## src/rtl/up_tpl_profile_ctrl.sv

```systemverilog
// Transport-layer control slave: register window, JESD profile table, profile switch handshake, PN counters.
// Latency: up_wack/up_rack one cycle after the strobe; PN counts two cycles after a pn_err rising edge.
// Backpressure: none; every in-window access is acknowledged, profile writes while busy are dropped and flagged.
module up_tpl_profile_ctrl #(
  parameter logic [1:0] COMMON_ID      = 2'h0,
  parameter int         NUM_PROFILES   = 1,
  parameter int         NUM_CHANNELS   = 1,
  parameter int         CNT_WIDTH      = 16,
  parameter int         TIMEOUT_CYCLES = 1024
) (
  input  logic                      up_clk,
  input  logic                      up_rstn,
  input  logic                      up_wreq,
  input  logic [9:0]                up_waddr,
  input  logic [31:0]               up_wdata,
  output logic                      up_wack,
  input  logic                      up_rreq,
  input  logic [9:0]                up_raddr,
  output logic [31:0]               up_rdata,
  output logic                      up_rack,
  input  logic [NUM_PROFILES*8-1:0] jesd_m,
  input  logic [NUM_PROFILES*8-1:0] jesd_l,
  input  logic [NUM_PROFILES*8-1:0] jesd_s,
  input  logic [NUM_PROFILES*8-1:0] jesd_f,
  input  logic [NUM_PROFILES*8-1:0] jesd_n,
  input  logic [NUM_PROFILES*8-1:0] jesd_np,
  input  logic [NUM_CHANNELS-1:0]   pn_err,
  output logic                      profile_req,
  output logic [3:0]                profile_req_sel,
  input  logic                      profile_ack,
  output logic [3:0]                up_profile_sel
);

  localparam logic [31:0]          VERSION  = 32'h0001_0061;
  localparam int                   TW       = $clog2(TIMEOUT_CYCLES);
  localparam logic [TW-1:0]        TMO_LAST = TW'(TIMEOUT_CYCLES - 1);
  localparam logic [CNT_WIDTH-1:0] CNT_MAX  = '1;

  typedef enum logic {
    S_IDLE = 1'b0,
    S_REQ  = 1'b1
  } state_e;

  // ---------------------------------------------------------------------------
  // Address decode
  // ---------------------------------------------------------------------------
  logic       wr_en;
  logic       rd_en;
  logic [7:0] waddr;
  logic [7:0] raddr;
  logic       wr_scratch;
  logic       wr_psel;
  logic       wr_status;
  logic       wr_pnclr0;
  logic       wr_pnclr1;

  assign wr_en      = up_wreq & (up_waddr[9:8] == COMMON_ID);
  assign rd_en      = up_rreq & (up_raddr[9:8] == COMMON_ID);
  assign waddr      = up_waddr[7:0];
  assign raddr      = up_raddr[7:0];
  assign wr_scratch = wr_en & (waddr == 8'h01);
  assign wr_psel    = wr_en & (waddr == 8'h04);
  assign wr_status  = wr_en & (waddr == 8'h05);
  assign wr_pnclr0  = wr_en & (waddr == 8'h08);
  assign wr_pnclr1  = wr_en & (waddr == 8'h09);

  // ---------------------------------------------------------------------------
  // State
  // ---------------------------------------------------------------------------
  logic                 wack_q;
  logic                 rack_q;
  logic [31:0]          rdata_q;
  logic [31:0]          rdata_d;
  logic [31:0]          scratch_q;
  state_e               state_q;
  state_e               state_d;
  logic [TW-1:0]        tmo_cnt_q;
  logic [TW-1:0]        tmo_cnt_d;
  logic [3:0]           req_sel_q;
  logic [3:0]           req_sel_d;
  logic [3:0]           sel_q;
  logic [3:0]           sel_d;
  logic                 set_tmo;
  logic                 set_rng;
  logic                 set_berr;
  logic                 sel_in_range;
  // sticky bits: [2] busy error, [1] range error, [0] timeout
  logic [2:0]           sticky_q;
  logic [2:0]           sticky_d;
  logic [2:0]           sticky_clr;
  logic [NUM_CHANNELS-1:0] pn_err_q;
  logic [NUM_CHANNELS-1:0] pn_edge_q;
  logic [NUM_CHANNELS-1:0] pn_clr;
  logic [CNT_WIDTH-1:0]    pn_cnt_q [NUM_CHANNELS];
  logic [4:0]           prof_off;

  assign sel_in_range = ({28'd0, up_wdata[3:0]} < NUM_PROFILES);

  // Bus handshake: one-cycle acks, read data held to zero outside the ack cycle
  always_ff @(posedge up_clk or negedge up_rstn) begin
    if (!up_rstn) begin
      wack_q  <= 1'b0;
      rack_q  <= 1'b0;
      rdata_q <= '0;
    end else begin
      wack_q  <= wr_en;
      rack_q  <= rd_en;
      rdata_q <= rd_en ? rdata_d : 32'd0;
    end
  end

  // Scratch register
  always_ff @(posedge up_clk or negedge up_rstn) begin
    if (!up_rstn) begin
      scratch_q <= '0;
    end else if (wr_scratch) begin
      scratch_q <= up_wdata;
    end
  end

  // Profile FSM and sticky registers
  always_ff @(posedge up_clk or negedge up_rstn) begin
    if (!up_rstn) begin
      state_q   <= S_IDLE;
      tmo_cnt_q <= '0;
      req_sel_q <= '0;
      sel_q     <= '0;
      sticky_q  <= '0;
    end else begin
      state_q   <= state_d;
      tmo_cnt_q <= tmo_cnt_d;
      req_sel_q <= req_sel_d;
      sel_q     <= sel_d;
      sticky_q  <= sticky_d;
    end
  end

  // Profile FSM next state; an ack on the last timeout cycle still completes the switch
  always_comb begin
    state_d   = state_q;
    tmo_cnt_d = tmo_cnt_q;
    req_sel_d = req_sel_q;
    sel_d     = sel_q;
    set_tmo   = 1'b0;
    set_rng   = 1'b0;
    set_berr  = 1'b0;
    case (state_q)
      S_IDLE: begin
        if (wr_psel) begin
          if (sel_in_range) begin
            req_sel_d = up_wdata[3:0];
            tmo_cnt_d = '0;
            state_d   = S_REQ;
          end else begin
            set_rng = 1'b1;
          end
        end
      end
      S_REQ: begin
        if (wr_psel) begin
          set_berr = 1'b1;
        end
        if (profile_ack) begin
          sel_d   = req_sel_q;
          state_d = S_IDLE;
        end else if (tmo_cnt_q == TMO_LAST) begin
          set_tmo = 1'b1;
          state_d = S_IDLE;
        end else begin
          tmo_cnt_d = tmo_cnt_q + 1'b1;
        end
      end
      default: state_d = S_IDLE;
    endcase
  end

  // Sticky update: a hardware set in the same cycle as a W1C clear keeps the bit set
  always_comb begin
    sticky_clr = wr_status ? up_wdata[11:9] : 3'b000;
    sticky_d   = (sticky_q & ~sticky_clr) | {set_berr, set_rng, set_tmo};
  end

  // PN clear strobes, one bit per channel across two 32-bit registers
  always_comb begin
    pn_clr = '0;
    for (int c = 0; c < NUM_CHANNELS; c++) begin
      if (c < 32) begin
        pn_clr[c] = wr_pnclr0 & up_wdata[c % 32];
      end else begin
        pn_clr[c] = wr_pnclr1 & up_wdata[c % 32];
      end
    end
  end

  // PN rising-edge detect, registered so counting happens the following cycle
  always_ff @(posedge up_clk or negedge up_rstn) begin
    if (!up_rstn) begin
      pn_err_q  <= '0;
      pn_edge_q <= '0;
    end else begin
      pn_err_q  <= pn_err;
      pn_edge_q <= pn_err & ~pn_err_q;
    end
  end

  // Saturating PN counters; a clear beats a coincident count
  always_ff @(posedge up_clk or negedge up_rstn) begin
    if (!up_rstn) begin
      for (int c = 0; c < NUM_CHANNELS; c++) begin
        pn_cnt_q[c] <= '0;
      end
    end else begin
      for (int c = 0; c < NUM_CHANNELS; c++) begin
        if (pn_clr[c]) begin
          pn_cnt_q[c] <= '0;
        end else if (pn_edge_q[c] && (pn_cnt_q[c] != CNT_MAX)) begin
          pn_cnt_q[c] <= pn_cnt_q[c] + 1'b1;
        end
      end
    end
  end

  // Read mux; unmapped offsets and absent profiles/channels read zero
  always_comb begin
    rdata_d  = '0;
    prof_off = 5'(raddr - 8'h10);
    case (raddr)
      8'h00: rdata_d = VERSION;
      8'h01: rdata_d = scratch_q;
      8'h02: rdata_d = {16'd0, 8'(NUM_CHANNELS), 8'(NUM_PROFILES)};
      8'h04: rdata_d = {28'd0, req_sel_q};
      8'h05: rdata_d = {20'd0, sticky_q, (state_q == S_REQ), 4'd0, sel_q};
      default: rdata_d = '0;
    endcase
    if ((raddr >= 8'h10) && (raddr < 8'h30)) begin
      for (int p = 0; p < NUM_PROFILES; p++) begin
        if (prof_off[4:1] == 4'(p)) begin
          if (prof_off[0]) begin
            rdata_d = {16'd0, jesd_np[8*p +: 8], jesd_n[8*p +: 8]};
          end else begin
            rdata_d = {jesd_f[8*p +: 8], jesd_s[8*p +: 8], jesd_l[8*p +: 8], jesd_m[8*p +: 8]};
          end
        end
      end
    end
    if (raddr[7:6] == 2'b01) begin
      for (int c = 0; c < NUM_CHANNELS; c++) begin
        if (raddr[5:0] == 6'(c)) begin
          rdata_d = 32'(pn_cnt_q[c]);
        end
      end
    end
  end

  assign up_wack         = wack_q;
  assign up_rack         = rack_q;
  assign up_rdata        = rdata_q;
  assign profile_req     = (state_q == S_REQ);
  assign profile_req_sel = req_sel_q;
  assign up_profile_sel  = sel_q;

endmodule

```

## config.mk

```make
export PLATFORM = sky130hd
export DESIGN_NAME = up_tpl_profile_ctrl
export DESIGN_NICKNAME = d
export VERILOG_FILES = /design/src/rtl/up_tpl_profile_ctrl.sv
export SDC_FILE = /design/constraint.sdc
export NUM_CORES = 1
export LEC_CHECK = 0
export CAP_MARGIN = 30
export CELL_PAD_IN_SITES_DETAIL_PLACEMENT = 1
export CELL_PAD_IN_SITES_GLOBAL_PLACEMENT = 1
export CORE_MARGIN = 5
export CORE_UTILIZATION = 33
export DETAILED_ROUTE_END_ITERATION = 6
export PLACE_DENSITY = 0.78
export SLEW_MARGIN = 20
export SYNTH_ARGS = -nofsm -noshare
export SYNTH_HDL_FRONTEND = slang
export SYNTH_SLANG_ARGS = --single-unit
```

## constraint.sdc

```tcl
create_clock -name up_clk -period 1.6 [get_ports up_clk]
set_input_delay 0.4 -clock up_clk [delete_from_list [all_inputs] [get_ports up_clk]]
set_output_delay 0.4 -clock up_clk [all_outputs]
set_load 0.03 [all_outputs]
```

# Word-level counts from Yosys, hierarchy flattened
# Cells that the tools add are included.
dict set report totals {
  out_inout_bits 43
  reg_bits 106
  inputBits 106
}
dict set report op_classes {
  bitwise 13
  add_sub_neg 3
  order_cmp 3
  mux 28
  n_reduce_logical 11
  eq_ne 15
}
# operator n
set op_table {}
lappend op_table {{$mux W32} 6}
lappend op_table {{$pmux W32 S5} 1}
lappend op_table {{$mux W10} 4}
lappend op_table {{$eq A8 B3 Y1 const B} 4}
lappend op_table {{$mux W16} 2}
lappend op_table {{$pmux W10 S2} 1}
lappend op_table {{$add A16 B1 Y16 const B} 1}
lappend op_table {{$eq A8 B1 Y1 const B} 2}
lappend op_table {{$ne A16 B16 Y1 const B} 1}
lappend op_table {{$mux W1} 12}
lappend op_table {{$add A10 B1 Y10 const B} 1}
lappend op_table {{$eq A10 B10 Y1 const B} 1}
lappend op_table {{$and A1 B1 Y1} 8}
lappend op_table {{$eq A8 B2 Y1 const B} 1}
lappend op_table {{$eq A8 B4 Y1 const B} 1}
lappend op_table {{$ge A8 B5 Y1 const B} 1}
lappend op_table {{$logic_not A8 Y1} 1}
lappend op_table {{$lt A8 B6 Y1 const B} 1}
lappend op_table {{$ne A2 B2 Y1 const B} 4}
lappend op_table {{$logic_not A6 Y1} 1}
lappend op_table {{$sub A5 B5 Y5 const B} 1}
lappend op_table {{$logic_not A2 Y1} 2}
lappend op_table {{$logic_not A4 Y1} 1}
lappend op_table {{$lt A4 B1 Y1 const B} 1}
lappend op_table {{other kinds (12)} 14}

# Logic depth before layout (Yosys ltp)
# Gate-level depths: netlist of run 1.
dict set report depth {
  ltp_word 7
  ltp_mapped 6
}

# Least setup slack after synthesis of run 1
# OpenSTA, ideal clock, no wires.
dict set report synth_path {
  path_type {input to register}
  startpoint {input up_waddr[1]}
  endpoint {register scratch_q[1]}
  t_required_ns 1.475
  setup_slack_ns -0.322
  setup_time_ns 0.125
  t_arrival_ns 1.798
  stages 5
  cell_sequence {nor4_2 -> nand3b_2 -> nor4_4 -> buf_4 -> mux2_2}
}
dict set report synth_between {
  elab_chain_len 2
}
# item line
set synth_rtl {}
lappend synth_rtl {{start: declaration} 14} ;# input logic [9:0] up_waddr,
lappend synth_rtl {{$eq A8 B1 Y1} 61} ;# assign wr_scratch = wr_en & (waddr == 8'h01);
lappend synth_rtl {{$and A1 B1 Y1} 61}
lappend synth_rtl {{end signal: assignment} 117} ;# scratch_q <= up_wdata;
lappend synth_rtl {{end: declaration} 74} ;# logic [31:0] scratch_q;
# Every way passes these cells.
# A chain may end at the register's enable or synchronous reset.

# Worst setup path after layout of run 1
dict set report layout_path {
  startpoint {input up_waddr[5]}
  endpoint {register scratch_q[11]}
}
# Same word-level chain as after synthesis.

==> flow_metrics.env, run 1 <==
export IMPL_status="finished with violations"
export IMPL_violations="negative setup slack"
export IMPL_fmax_mhz=600
export IMPL_crit_start="up_waddr[5]"
export IMPL_grt_overflow_total=0
export IMPL_antenna_found_initial=0
export IMPL_drtAntennaViolNets=0
export IMPL_synthAdderAreaFrac_pct=0.489
export IMPL_crit_chain="buf_6, nor4_4, nand3b_4, nor4_4, buf_6, buf_12, buf_16, mux2_4"
export IMPL_io_pins=149
export IMPL_dr_first_iter_drc_count=381
export IMPL_worst_slack_ps=-67.6
export IMPL_maxSlewHeadroom_pct=71.6
export IMPL_setup_viol=25
export IMPL_syn_avg_cell_area_sq_um=10.9
export IMPL_num_fill_cells=1595
export IMPL_timing_rr_end="pn_cnt_q[3]$_DFFE_PN0P_"
export IMPL_worst_pin_slew_ps=424
export IMPL_synthTopCellsByArea="dfrtp_1 (52%), mux2_2 (11%), mux2i_1 (3.5%)"
export IMPL_fin_crit_ps=1670
export IMPL_cts_buffers=9
export IMPL_dieArea_sq_um=18100
export IMPL_synth_most_common_cell="dfrtp_1"
export IMPL_syn_inst=469
export IMPL_cp_end_kind="flip-flop"
export IMPL_worst_ep_arrival_time_ps=1910
export IMPL_root_buffer="clkbuf_16"
export IMPL_wl_per_cell_microns=24.6
export IMPL_nets=829
export IMPL_hold_path_class="reg -> reg"
export IMPL_seq_area_frac_synth_pct=51.8
export IMPL_r2r_start="pn_cnt_q[6]$_DFFE_PN0P_"
export IMPL_finalCritPeriodShare_pct=104
export IMPL_cp_top_family="simple AND/OR/NAND/NOR gates"
export IMPL_ir_worst_vdd_v=0.000607
export IMPL_layout_drive_gt1_share_pct=37.1
export IMPL_routed_wl_microns=22400
export IMPL_h_tree_depth=3
export IMPL_synth_compound_area_share_pct=13.1
export IMPL_grt_max_degree=42
export IMPL_syn2layout_area_growth_pct=68.4
export IMPL_finalHoldViolCount=0
export IMPL_pwr_density_cell_nw_per_um2=791
export IMPL_synth_seq_cells=106
export IMPL_synth_common_cells="dfrtp_1 (106), mux2_2 (51), nand2_1 (36), nor2_1 (31), o21ai_0 (30)"
export IMPL_n_antenna_cell=0
export IMPL_cp_slowest_cell="nor4_4"
export IMPL_crit_end="scratch_q[11]$_DFFE_PN0P_"
export IMPL_syn_area_sq_um=5120
export IMPL_rows=45
export IMPL_die_x_microns=135
export IMPL_clock_latency_ps=370
export IMPL_cts_tree="yes"
export IMPL_synth_nets=577
export IMPL_slowest_delay_ps=360
export IMPL_via_count=5139
export IMPL_drt_pass1_iter_count=4
export IMPL_yosysTopAreaCell="dfrtp_1"
export IMPL_fin_skew_ps=12.4
export IMPL_clk_path_buf_depth=2
export IMPL_pre_cts_ws_ps=-771
export IMPL_synth_mux_area_share_pct=15.0
export IMPL_dp_cells=861
export IMPL_rsz0062_at_grt="yes"
export IMPL_required_ps=1850
export IMPL_place_gp_congestion=0.877
export IMPL_critPathKind="in -> reg"
export IMPL_finalNonFillerCells=913
export IMPL_synth_edff_count=0
export IMPL_reg2reg_slack_ps=-60
export IMPL_path_depth=8
export IMPL_grt_pass1_wl_microns=32200
export IMPL_place_hpwl_microns=13700
export IMPL_maxCapViolations=0
export IMPL_start_kind="input pin"
export IMPL_synth_flop_cell="dfrtp_1"
export IMPL_core_area_sq_um=15200
export IMPL_yosys_area_top_type_share_pct=51.8
export IMPL_slew_violations=0
export IMPL_io_buffers=148
export IMPL_r2r_cells=6
export IMPL_drc_errors=0
export IMPL_start_util_pct=33.7
export IMPL_synth_xor_area_share_pct=0.171
export IMPL_track_usage_pct=23.1
export IMPL_synth_simple_area_share_pct=16.4
export IMPL_yosysWarnings=0
export IMPL_cp_max_fo=8
export IMPL_p_leak_nw=3.92
export IMPL_cts_sinks=106
export IMPL_async_reset_ff_share_pct=100
export IMPL_worst_path_buf_inv=4
export IMPL_synth_top_family_by_area="simple AND/OR/NAND/NOR gates"
export IMPL_synth_distinct_cells=54
export IMPL_cts_clk_slew_worst_paths_ps=70
export IMPL_first_global_vias=5557
export IMPL_dieHeight_microns=135
export IMPL_via_per_inst=5.63
report_power, final:
part           total [W]  switching [W]  internal [W]
clock            0.00278        0.00109       0.00169
combinational    0.00119       0.000584      0.000604
sequential       0.00286      0.0000885       0.00277
total            0.00682        0.00176       0.00506
cell usage in the layout (no fill, tap or decap), types with 11 or more instances in the layout:
| cell type | count |
|---|---|
| buf_12 | 12 |
| nand2_1 | 32 |
| a22oi_1 | 18 |
| clkdlybuf4s50_1 | 81 |
| mux2_2 | 20 |
| buf_6 | 14 |
| o21ai_1 | 11 |
| dlygate4sd2_1 | 43 |
| dfrtp_1 | 103 |
| buf_4 | 92 |
| inv_1 | 14 |
| mux2i_1 | 18 |
| mux2_4 | 32 |
| a21oi_1 | 15 |
| nor2_1 | 30 |
| o21ai_0 | 13 |
state kept, by name (all words and copies together) (netlist names):
register         flops
tmo_cnt_q           10
pn_cnt_q            16
up_rack              1
pn_edge_q            1
profile_req          1
up_profile_sel       4
profile_req_sel      4
up_wack              1
sticky_q             3
up_rdata            32
scratch_q           32
pn_err_q             1
final cells by class:
class | instances | area, sq um | area share [%]
multi-input cells | 328 | 2830 | 32.8
inverters | 14 | 52.6 | 0.609
clock inverters | 6 | 138 | 1.60
repair buffers | 262 | 2480 | 28.8
clock buffers | 9 | 225 | 2.61
well taps | 188 | 235 | 2.73
flip-flops and latches | 106 | 2660 | 30.8
per-layer routing:
metal	GRT usage, %	part of all wire, %	up-vias
li1	-	-	2236
met1	26.7	37	2634
met2	42.3	53	207
met3	4.88	6.3	62
met4	7.81	3.5	0
met5	0	0	-
cells by family (layout without fill, tap and decap cells):
family	Yosys count	after routing
simple gates	153	154
flops	106	106
compound gates	101	101
mux	70	70
buf+inv	36	291
fa+ha+maj	2	2
xor+xnor	1	1
worst min-delay path by stage:
stage                             from                        end  slack (ps)  cells after the start
finish              pn_err_q$_DFF_PN0_        pn_edge_q$_DFF_PN0_         400                      1
global route        pn_err_q$_DFF_PN0_        pn_edge_q$_DFF_PN0_         430                      1
CTS                 pn_err_q$_DFF_PN0_        pn_edge_q$_DFF_PN0_         400                      1
detailed placement             up_rstn     up_rdata[19]$_DFF_PN0_         340                      1
global placement               up_rstn  scratch_q[19]$_DFFE_PN0P_         330                      1
floorplan                      up_rstn    pn_cnt_q[0]$_DFFE_PN0P_         100                      0
timing repair:
action	4_1_cts	5_1_grt
endpoints found under the hold margin	22	0
hold buffers	1	0
buffers inserted	18	13
pin swaps	18	24
cloned	5	2
gates resized for setup	162	76
endpoints found under the setup margin	136	84
metrics by stage:
stage	util [%]	hold slack (ps)	setup TNS [ps]	instance area (sq um)	power, W
after CTS	54.7	397	-2410	8320	0.00667
final	56.7	400	-1130	8620	0.00682
after global routing	56.7	425	-2130	8620	0.00702
after floorplan	-	104	-12720	5200	0.00319
after detailed placement	49.1	339	-66330	7470	0.00386
after global placement	49.1	330	-59050	7470	0.00381
Note: power is estimated with default switching activity, not from simulation.
==> inputs of run 2 (changes only) <==
CORE_MARGIN = not set   (was 5)
==> run 2 against run 1 <==
The flow still finishes with violations (negative setup slack). Die area is 12% lower. Non-clock buffer count decreased by 12. Flip-flop and latch count did not move. Largest cell class unchanged. Highest routed layer unchanged.
==> flow_metrics.env, run 2 (synthesis gave the netlist of run 1 again) <==
export IMPL_status="finished with violations"
export IMPL_violations="negative setup slack"
export IMPL_slew_violations=0
export IMPL_io_buffers=148
export IMPL_final_cell_mix="dfrtp_1 (101), clkdlybuf4s50_1 (81), buf_4 (74)"
export IMPL_p_comb_share_pct=16.9
export IMPL_drc_errors=0
export IMPL_grt_overflow_total=0
export IMPL_first_global_vias=5573
export IMPL_core_area_sq_um=15100
export IMPL_worst_pin_slew_ps=518
export IMPL_cts_sinks=106
export IMPL_rows=45
export IMPL_maxCapViolations=0
export IMPL_routed_wl_microns=22200
export IMPL_rsz0062_at_grt="yes"
export IMPL_pre_cts_ws_ps=-811
export IMPL_layout_drive_gt1_share_pct=35.5
export IMPL_worst_ep_arrival_time_ps=1940
export IMPL_dr_first_iter_drc_count=375
export IMPL_setup_viol=7
export IMPL_die_x_microns=127
export IMPL_p_int_w=0.00482
export IMPL_required_ps=1850
export IMPL_fin_skew_ps=9.82
export IMPL_cp_slowest_cell="dfrtp_1"
export IMPL_h_tree_depth=3
export IMPL_slowest_delay_ps=450
export IMPL_wl_per_cell_microns=24.6
export IMPL_switchingPower_w=0.00168
export IMPL_root_buffer="clkbuf_16"
export IMPL_drtAntennaViolNets=0
export IMPL_p_seq_share_pct=44.2
export IMPL_drt_pass1_iter_count=4
export IMPL_place_gp_congestion=0.879
export IMPL_hold_path_class="in -> async"
export IMPL_clkPwrFrac_pct=38.8
export IMPL_io_pins=149
export IMPL_cts_buffers=9
export IMPL_tns_ps=-187
export IMPL_p_leak_nw=3.86
export IMPL_track_usage_pct=26.7
export IMPL_ir_worst_vdd_v=0.000481
export IMPL_worst_slack_ps=-91.7
export IMPL_design_area_sq_um=8480
export IMPL_pwr_density_cell_nw_per_um2=766
export IMPL_cp_max_fo=7
export IMPL_fmax_mhz=591
export IMPL_via_count=5109
export IMPL_place_hpwl_microns=13500
export IMPL_critPathKind="reg -> reg"
export IMPL_dieArea_sq_um=16000
export IMPL_finalCritPeriodShare_pct=106
export IMPL_fin_crit_ps=1690
export IMPL_clock_latency_ps=360
export IMPL_p_sw_share_pct=25.8
export IMPL_antenna_found_initial=0
export IMPL_grt_max_degree=33
export IMPL_start_kind="flip-flop"
export IMPL_dieHeight_microns=127
export IMPL_n_antenna_cell=0
export IMPL_layout_commonest_cell="dfrtp_1"
export IMPL_placed_cell_area_sq_um=7400
export IMPL_cts_clk_slew_worst_paths_ps=80
export IMPL_maxSlewHeadroom_pct=65.2
export IMPL_via_per_inst=5.66
export IMPL_finalHoldViolCount=0
export IMPL_grt_pass1_wl_microns=32100
export IMPL_cts_tree="yes"
export IMPL_start_util_pct=33.8
export IMPL_cp_end_kind="flip-flop"
export IMPL_crit_chain="and3_1, nand3_2, nor4_2, mux2i_1"
export IMPL_nets=818
export IMPL_clk_path_buf_depth=2
export IMPL_syn2layout_area_growth_pct=65.6
[run 2: worst max-delay path: cells and delay by family (launching register included)]
kind | cells | cell delay, ps
and+or+nand+nor | 3 | 820
DFF | 1 | 450
muxes | 1 | 310
[run 2: stage by stage]
stage | hold WS [ps] | utilization, % | power, W | cells
global route | 33.1 | 56.0 | 0.00669 | 903
finish | 2.02 | 56.0 | 0.00650 | 903
detailed placement | 397 | 48.8 | 0.00385 | 853
global placement | 391 | 48.8 | 0.00379 | 853
CTS | 27.5 | 54.3 | 0.00637 | 895
floorplan | 104 | - | 0.00319 | 469
[run 2: layout make-up]
class	instances	area, sq um
Sequential cell	106	2660
Multi-Input combinational cell	329	2800
Clock buffer	12	256
Tap cell	188	235
Inverter	14	52.6
Fill cell	1583	6660
Timing Repair Buffer	250	2410
Clock inverter	4	73.8
[run 2: layer usage]
metal  up-vias  track usage (%)  share of wire [%]
li1       2218                -                  -
met1      2596             30.5                 37
met2       226             48.3                 53
met3        69             5.44                6.2
met4         0             11.3                3.9
met5         -                0                  0
[run 2: timing repair]
| action | 4_1_cts | 5_1_grt |
|---|---|---|
| hold buffers | 0 | 0 |
| cloned | 9 | 1 |
| buffers inserted | 17 | 12 |
| endpoints found under the setup margin | 137 | 97 |
| gates resized for setup | 166 | 78 |
| pin swaps | 21 | 30 |
[run 2: power groups by stage]
| stage | Sequential [W] | Clock, W | Combinational (W) |
|---|---|---|---|
| 2_1_floorplan | 0.00291 | 0 | 0.000280 |
| 5_1_grt | 0.00288 | 0.00264 | 0.00118 |
| 3_5_place_dp | 0.00290 | 0 | 0.000955 |
| 6_report | 0.00287 | 0.00252 | 0.00110 |
| 4_1_cts | 0.00285 | 0.00251 | 0.00101 |
| 3_3_place_gp | 0.00289 | 0 | 0.000901 |
[run 2: final timing paths]
kind                            slack, ps               startpoint                        end  cells after the start
worst max-delay path                  -90  pn_cnt_q[2]$_DFFE_PN0P_   pn_cnt_q[13]$_DFFE_PN0P_                      4
worst min register to register        420       pn_err_q$_DFF_PN0_        pn_edge_q$_DFF_PN0_                      1
worst min-delay path                    2                  up_rstn   pn_cnt_q[11]$_DFFE_PN0P_                      1
min in group up_clk                   390              up_waddr[9]          up_wack$_DFF_PN0_                      3
worst max register to register        -90  pn_cnt_q[2]$_DFFE_PN0P_   pn_cnt_q[13]$_DFFE_PN0P_                      4
max in group asynchronous            1030                  up_rstn  scratch_q[16]$_DFFE_PN0P_                      2
==> inputs of run 3 (changes only) <==
CORE_ASPECT_RATIO = 0.7   (was not set)
CORE_UTILIZATION = 44   (was 33)
DONT_BUFFER_PORTS = 1   (was not set)
RECOVER_POWER = 25   (was not set)
==> run 3 against run 2 <==
Sequential share of layout area increased by 12 points. Combinational power is 44% lower. The flow finishes with violations (negative hold slack, negative setup slack). Power fell by 13%. Routed wire length fell by 29%. Die area is 25% lower. Via count shrank 20%. Final area decreased by 27%. Worst hold slack worse by 270 ps. First-iteration DRC count is 33% lower. Final cell count fell by 26%. Clock skew rose by 4.7 ps. Flip-flop and latch count is the same.
==> flow_metrics.env, run 3 (synthesis gave the netlist of run 1 again) <==
export IMPL_dieHeight_microns=92.3
export IMPL_violations="negative hold slack, negative setup slack"
export IMPL_required_ps=1870
export IMPL_nets=621
export IMPL_io_buffers=0
export IMPL_cp_end_kind="flip-flop"
export IMPL_syn2layout_area_growth_pct=20.6
export IMPL_cp_max_fo=7
export IMPL_drt_pass1_iter_count=4
export IMPL_fmax_mhz=621
export IMPL_clk_path_buf_depth=2
export IMPL_worst_pin_slew_ps=503
export IMPL_drtAntennaViolNets=0
export IMPL_hold_path_class="in -> async"
export IMPL_cts_buffers=9
export IMPL_antenna_found_initial=0
export IMPL_die_x_microns=131
export IMPL_worst_slack_ps=-9.47
export IMPL_routed_wl_microns=15700
export IMPL_num_fill_cells=1146
export IMPL_grt_overflow_total=0
export IMPL_maxCapViolations=0
export IMPL_core_area_sq_um=11200
export IMPL_dieArea_sq_um=12100
export IMPL_pwr_density_cell_nw_per_um2=917
export IMPL_pre_cts_ws_ps=-398
export IMPL_rsz0062_at_grt="yes"
export IMPL_start_kind="flip-flop"
export IMPL_worst_ep_arrival_time_ps=1880
export IMPL_io_pins=149
export IMPL_h_tree_depth=3
export IMPL_critPathKind="reg -> reg"
export IMPL_cts_clk_slew_worst_paths_ps=80
export IMPL_cts_tree="yes"
export IMPL_layout_commonest_cell="dfrtp_1"
export IMPL_first_global_vias=4418
export IMPL_fin_skew_ps=14.5
export IMPL_slew_violations=0
export IMPL_root_buffer="clkbuf_16"
export IMPL_ir_worst_vdd_v=0.000613
export IMPL_clock_latency_ps=350
export IMPL_layout_drive_gt1_share_pct=31.5
export IMPL_grt_max_degree=107
export IMPL_cts_sinks=106
export IMPL_via_count=4089
export IMPL_grt_pass1_wl_microns=23700
export IMPL_dp_cells=652
export IMPL_fin_total_pwr_w=0.00566
export IMPL_finalHoldViolCount=106
export IMPL_n_antenna_cell=0
export IMPL_via_per_inst=6.09
export IMPL_setup_viol=1
export IMPL_place_gp_congestion=0.842
export IMPL_multi_input_area_sq_um=2510
export IMPL_place_hpwl_microns=11200
export IMPL_wl_per_cell_microns=23.3
export IMPL_crit_start="pn_cnt_q[0]$_DFFE_PN0P_"
export IMPL_seqCellArea_sq_um=2660
export IMPL_status="finished with violations"
export IMPL_fin_crit_ps=1610
export IMPL_maxSlewHeadroom_pct=66.2
export IMPL_final_cell_mix="dfrtp_1 (104), mux2_2 (51), buf_4 (49)"
export IMPL_p_leak_nw=2.68
export IMPL_dr_first_iter_drc_count=250
export IMPL_track_usage_pct=26.3
export IMPL_start_util_pct=45.8
export IMPL_r2r_start="pn_cnt_q[0]$_DFFE_PN0P_"
export IMPL_holdWs_ps=-270
export IMPL_drc_errors=0
export IMPL_finalCritPeriodShare_pct=101
export IMPL_finalNonFillerCells=671
export IMPL_rows=32
[run 3: final timing paths]
check | endpoint | slack (ps) | cells past startpoint
worst max-delay path | pn_cnt_q[15]$_DFFE_PN0P_ | -9 | 5
worst min-delay path | profile_req_sel[3]$_DFFE_PN0P_ | -270 | 0
worst max register to register | pn_cnt_q[15]$_DFFE_PN0P_ | -9 | 5
worst min register to register | pn_edge_q$_DFF_PN0_ | 400 | 1
max in group asynchronous | tmo_cnt_q[4]$_DFFE_PN0P_ | 1640 | 0
min in group up_clk | pn_err_q$_DFF_PN0_ | 70 | 0
[run 3: critical path, cell delays in order (launching register included)]
cell and delay, ps:
dfrtp_1 400, buf_4 160, and3_1 240, nand3_4 140, nor4_1 360, mux2i_1 230
[run 3: area by class of cell]
class,count,share of cell area [%]
sequential,106,43.0
multi-input combinational,327,40.7
timing repair buffer,55,7.62
clock buffer,9,3.65
tap,153,3.10
clock inverter,7,1.09
inverter,14,0.851
[run 3: report_power, final]
part | total [W] | internal [W] | switching (W) | leakage, nW
registers | 0.00285 | 0.00277 | 0.0000811 | 1.42
clock network | 0.00220 | 0.00110 | 0.00110 | 0.146
logic | 0.000613 | 0.000292 | 0.000321 | 1.12
total | 0.00566 | 0.00416 | 0.00150 | 2.68
[run 3: stage by stage]
| step | utilization [%] | cell area [sq um] | TNS, ps |
|---|---|---|---|
| after global routing | 55.3 | 6180 | -382 |
| after floorplan | - | 5200 | -12720 |
| after CTS | 54.2 | 6050 | -31.2 |
| after global placement | 51.0 | 5690 | -14570 |
| final | 55.3 | 6180 | -9.47 |
| after detailed placement | 51.0 | 5690 | -19630 |
[run 3: per-layer routing]
metal	share of wire (%)	track usage (%)
met4	1.6	6.99
met1	42	33.3
met5	0	0
met2	51	45.3
met3	5.8	5.48
[run 3: what timing repair did]
| item | CTS | global route |
|---|---|---|
| hold endpoints to repair | 106 | 106 |
| buffers inserted | 0 | 2 |
| endpoints found under the setup margin | 23 | 24 |
| resized for setup | 16 | 24 |
| pin swaps | 0 | 7 |
| cloned | 1 | 0 |
